$ cat src/rtl/bus_initiator.sv
// Single-beat bus initiator: takes one request, runs an ADDR/DATA bus transaction and returns one response.
// Optional data-phase timeout abort is enabled by defining BUS_INITIATOR_TIMEOUT_EN.
module bus_initiator #(
  parameter int unsigned TIMEOUT_CYCLES = 255
) (
  input  logic        clk,
  input  logic        rst_n,
  input  logic        req_valid_i,
  input  logic [31:0] req_addr_i,
  input  logic [31:0] req_wdata_i,
  input  logic [3:0]  req_be_i,
  input  logic        req_rnw_i,
  output logic        req_ready_o,
  output logic        rsp_valid_o,
  output logic [31:0] rsp_rdata_o,
  output logic        rsp_err_o,
  input  logic        rsp_ready_i,
  output logic [31:0] bus_addrData_o,
  output logic [3:0]  bus_byteEnables_o,
  output logic [7:0]  bus_burstSize_o,
  output logic        bus_readNWrite_o,
  output logic        bus_beginTransaction_o,
  output logic        bus_endTransaction_o,
  output logic        bus_dataValid_o,
  input  logic [31:0] bus_addrData_i,
  input  logic        bus_endTransaction_i,
  input  logic        bus_dataValid_i,
  input  logic        bus_busy_i,
  input  logic        bus_error_i
);

  typedef enum logic [1:0] {IDLE, ADDR, DATA, RESP} state_t;

  state_t      state;
  logic [31:0] lat_addr;
  logic [31:0] lat_wdata;
  logic [3:0]  lat_be;
  logic        lat_rnw;

  if (TIMEOUT_CYCLES < 1 || TIMEOUT_CYCLES > 65535) begin : g_bad_timeout
    $error("bus_initiator: TIMEOUT_CYCLES must be in 1..65535");
  end

`ifdef BUS_INITIATOR_TIMEOUT_EN
  localparam logic [15:0] TIMEOUT_LAST = 16'(TIMEOUT_CYCLES - 1);
  logic [15:0] timeout_cnt;
`endif

  // Only single-beat transfers are issued.
  assign bus_burstSize_o = 8'd0;

  always_ff @(posedge clk or negedge rst_n) begin
    if (!rst_n) begin
      state                  <= IDLE;
      req_ready_o            <= 1'b1;
      rsp_valid_o            <= 1'b0;
      rsp_rdata_o            <= 32'd0;
      rsp_err_o              <= 1'b0;
      lat_addr               <= 32'd0;
      lat_wdata              <= 32'd0;
      lat_be                 <= 4'd0;
      lat_rnw                <= 1'b0;
      bus_addrData_o         <= 32'd0;
      bus_byteEnables_o      <= 4'd0;
      bus_readNWrite_o       <= 1'b0;
      bus_beginTransaction_o <= 1'b0;
      bus_endTransaction_o   <= 1'b0;
      bus_dataValid_o        <= 1'b0;
`ifdef BUS_INITIATOR_TIMEOUT_EN
      timeout_cnt            <= 16'd0;
`endif
    end else begin
      case (state)
        IDLE: begin
          if (req_valid_i) begin
            state                  <= ADDR;
            req_ready_o            <= 1'b0;
            lat_addr               <= req_addr_i;
            lat_wdata              <= req_wdata_i;
            lat_be                 <= req_be_i;
            lat_rnw                <= req_rnw_i;
            bus_beginTransaction_o <= 1'b1;
            bus_addrData_o         <= req_addr_i;
            bus_byteEnables_o      <= req_be_i;
            bus_readNWrite_o       <= req_rnw_i;
          end
        end

        // Address phase is held from the latched copy until the slave drops busy.
        ADDR: begin
          if (bus_busy_i) begin
            bus_addrData_o    <= lat_addr;
            bus_byteEnables_o <= lat_be;
          end else begin
            state                  <= DATA;
            bus_beginTransaction_o <= 1'b0;
            bus_addrData_o         <= lat_rnw ? 32'd0 : lat_wdata;
            bus_dataValid_o        <= ~lat_rnw;
            bus_endTransaction_o   <= ~lat_rnw;
`ifdef BUS_INITIATOR_TIMEOUT_EN
            timeout_cnt            <= 16'd0;
`endif
          end
        end

        DATA: begin
          if (bus_endTransaction_i) begin
            state                <= RESP;
            rsp_valid_o          <= 1'b1;
            rsp_rdata_o          <= (lat_rnw && bus_dataValid_i) ? bus_addrData_i : 32'd0;
            rsp_err_o            <= bus_error_i;
            bus_addrData_o       <= 32'd0;
            bus_byteEnables_o    <= 4'd0;
            bus_readNWrite_o     <= 1'b0;
            bus_endTransaction_o <= 1'b0;
            bus_dataValid_o      <= 1'b0;
          end else begin
`ifdef BUS_INITIATOR_TIMEOUT_EN
            timeout_cnt <= timeout_cnt + 16'd1;
            if (timeout_cnt == TIMEOUT_LAST) begin
              state                <= RESP;
              rsp_valid_o          <= 1'b1;
              rsp_rdata_o          <= 32'd0;
              rsp_err_o            <= 1'b1;
              bus_addrData_o       <= 32'd0;
              bus_byteEnables_o    <= 4'd0;
              bus_readNWrite_o     <= 1'b0;
              bus_endTransaction_o <= 1'b0;
              bus_dataValid_o      <= 1'b0;
            end
`else
            state <= DATA;
`endif
          end
        end

        RESP: begin
          if (rsp_ready_i) begin
            state       <= IDLE;
            rsp_valid_o <= 1'b0;
            req_ready_o <= 1'b1;
          end
        end

        default: state <= IDLE;
      endcase
    end
  end

endmodule

$ cat config.mk
export PLATFORM = sky130hd
export DESIGN_NAME = bus_initiator
export DESIGN_NICKNAME = d
export VERILOG_FILES = /design/src/rtl/bus_initiator.sv
export SDC_FILE = /design/constraint.sdc
export NUM_CORES = 1
export LEC_CHECK = 0
export ABC_AREA = 1
export BUFFER_PORTS_ARGS = -buffer_cell sky130_fd_sc_hd__buf_4
export CORE_ASPECT_RATIO = 0.5
export CORE_MARGIN = 3
export CORE_UTILIZATION = 52
export DETAILED_ROUTE_END_ITERATION = 8
export PLACE_DENSITY = 0.83
export SETUP_SLACK_MARGIN = 0.02
export SYNTH_ARGS = -nofsm -noshare
export SYNTH_HDL_FRONTEND = slang
export SYNTH_SLANG_ARGS = --single-unit
$ cat constraint.sdc
create_clock -name clk -period 2.3 [get_ports clk]
set_clock_uncertainty 0.05 [all_clocks]
set_input_delay 0 -clock clk [delete_from_list [all_inputs] [get_ports clk]]
set_output_delay 0 -clock clk [all_outputs]
set_load 0.1 [all_outputs]
==> results.sh <==
export IMPL_syn_inst=831
export IMPL_layout_common_cells="258 x nand2_1, 191 x buf_4, 144 x dfrtp_1, 140 x inv_1, 108 x dlygate4sd3_1"
export IMPL_worstPathCellList="inv_1, ha_1, nand2_1, clkinv_1, buf_4, nand2_1, a21oi_1"
export IMPL_worstMarginPinSlew_ns=0.5190
export IMPL_max_freq_mhz=490.8
export IMPL_drc=0
export IMPL_area_growth_syn_to_layout_pct=47.88
export IMPL_ctsHoldBuffers=108
export IMPL_ant_nets=0
export IMPL_layout_min_cycle_time_ns=2.038
export IMPL_yosysTopAreaCell="dfrtp_1"
export IMPL_hp_class="in -> async"
export IMPL_path_max_fanout=13
export IMPL_die_area_um2=14570
export IMPL_portBuffers=183
export IMPL_crit_family="buffers and inverters"
export IMPL_initial_utilization_pct=55.29
export IMPL_synth_area_leaders="dfrtp_1 53%, nand2_1 14%, inv_1 7.7%"
export IMPL_drive_gt1_share_pct=24.11
export IMPL_die_x_um=167.7
export IMPL_slowest_stage="dfrtp_1"
export IMPL_final_common_cell="nand2_1"
export IMPL_clock_latency_ns=0.41
export IMPL_wl_per_cell_um=16.29
export IMPL_synth_seq_area_share_pct=53.39
export IMPL_h_tree_depth=4
export IMPL_path_buf_inv=3
export IMPL_yosysWarnings=0
export IMPL_core_area_um2=12300
export IMPL_hold_violations=0
export IMPL_rows=28
export IMPL_postRouteWirelength_mm=21.09
export IMPL_grt_pass1_wl_mm=34.39
export IMPL_cts_tree="built"
export IMPL_cp_required_ns=2.53
export IMPL_cp_end_kind="flip-flop"
export IMPL_cts_setup_buffers=0
export IMPL_place_congestion=0.8334
export IMPL_maxSlewHeadroom_pct=65.36
export IMPL_cts_root_buf="clkbuf_16"
export IMPL_rsz0062_at_grt="false"
export IMPL_crit_top_cell="nand2_1"
export IMPL_netlist_area_um2=6799
export IMPL_synth_top_area_share_pct=53.00
export IMPL_io_pins=192
export IMPL_cts_resized=0
export IMPL_nNetsFinal=1232
export IMPL_yosys_cell_types_count=26
export IMPL_fin_setup_tns_ns=0
export IMPL_critPathLaunchType="flip-flop"
export IMPL_cts_sinks=145
export IMPL_antenna_found_initial=0
export IMPL_drt_iter0_markers=511
export IMPL_drv_slew=0
export IMPL_die_y_um=86.86
export IMPL_hpwl_mm=11.57
export IMPL_clockBufferDepth=2
export IMPL_grt_max_degree=50
export IMPL_num_vias=6563
export IMPL_overflow=0
export IMPL_setup_viol=0
export IMPL_clk_pin_slew_worst_paths_ns=0.07
export IMPL_outcome="finished, final reports clean"
export IMPL_via_per_inst=5.072
export IMPL_slowest_delay_ns=0.44
export IMPL_fin_util_pct=81.77
export IMPL_grt_total_usage_pct=29.67
export IMPL_ys_ff_latch=145
export IMPL_critPathKind="reg -> reg"
export IMPL_synth_avg_cell_area_um2=8.182
export IMPL_cap_violations=0
export IMPL_cts_buffers=17
export IMPL_grt_pass1_vias=6938
export IMPL_hold_slack_ns=0.02896
export IMPL_crit_arrival_ns=2.27
export IMPL_drt_pass1_iterations=5
export IMPL_period_share_pct=88.59
cells by family (layout without fill, tap and decap cells):
| group | Yosys count | in the layout | synth area share, % |
|---|---|---|---|
| adder cells (fa/ha/maj) | 8 | 8 | 1.472 |
| AND/OR/NAND/NOR | 337 | 337 | 19.10 |
| other | 1 | 9 | 0.05516 |
| flip-flops | 145 | 145 | 53.39 |
| AO/OA/AOI/OAI | 117 | 117 | 8.723 |
| buffers and inverters | 190 | 480 | 11.80 |
| multiplexers | 33 | 33 | 5.466 |
flip-flops by register name, summed over array words and instances (netlist names):
register	flops
lat_be	4
bus_addrData_o	32
bus_readNWrite_o	1
lat_rnw	1
bus_beginTransaction_o	1
lat_wdata	32
rsp_err_o	1
lat_addr	32
bus_dataValid_o	1
rsp_valid_o	1
rsp_rdata_o	32
req_ready_o	1
bus_byteEnables_o	4
state	2
path summary, 6_finish.rpt:
kind,startpoint,endpoint,slack [ns],cells after the start
setup / recovery,state[0],bus_addrData_o[0],0.26,7
hold / removal,rst_n,rsp_rdata_o[30],0.03,2
setup reg to reg,state[0],bus_addrData_o[0],0.26,7
hold reg to reg,bus_byteEnables_o[0],bus_byteEnables_o[0],0.43,2
max in group asynchronous,rst_n,bus_addrData_o[19],1.41,3
min in group clk,bus_busy_i,bus_addrData_o[6],0.11,5
per-layer routing:
metal / track usage, % / wire (µm) / vias to the layer above
li1: - / - / 3058
met1: 36.27 / 8482 / 3136
met2: 51.21 / 10380 / 302
met3: 5.893 / 1410 / 67
met4: 15.14 / 807 / 0
met5: 0 / 0 / -
through the flow:
stage / cell area [µm²] / cells / setup WS (ns)
after floorplan: 6825 / 838 / 0.7189
after global placement: 8319 / 1153 / 0.4228
after detailed placement: 8319 / 1153 / 0.3421
after CTS: 10050 / 1293 / 0.3244
after global routing: 10050 / 1293 / 0.09985
final: 10050 / 1294 / 0.2625
Yosys cell counts:
master    instances
o21ai_1           8
inv_2             2
nor3_1            1
buf_2            23
nand3_1           4
clkbuf_1          8
o211ai_1          3
nand2_1         259
conb_1            1
dfrtp_1         144
buf_6             2
or2_2             1
nand3_2           2
dfstp_2           1
o21ai_0          73
mux2_2           33
nand2_2           1
buf_1             2
buf_4            12
nor2_1           67
inv_1           140
clkinv_1          1
ha_1              8
nor2_2            1
a21oi_1          33
nor2_4            1
cell type report:
| cell class | instances | area, µm² |
|---|---|---|
| clock inverters | 13 | 198.9 |
| flip-flops and latches | 145 | 3630 |
| inverters | 143 | 536.8 |
| clock buffers | 19 | 452.9 |
| well taps | 165 | 206.4 |
| multi-input cells | 503 | 2401 |
| fillers | 683 | 2242 |
| repair buffers | 305 | 2626 |
| diodes | 1 | 2.502 |
Power is left out: the tool's default activity adds up to more than one toggle a clock period on the data nets, which glitch-free logic cannot reach.
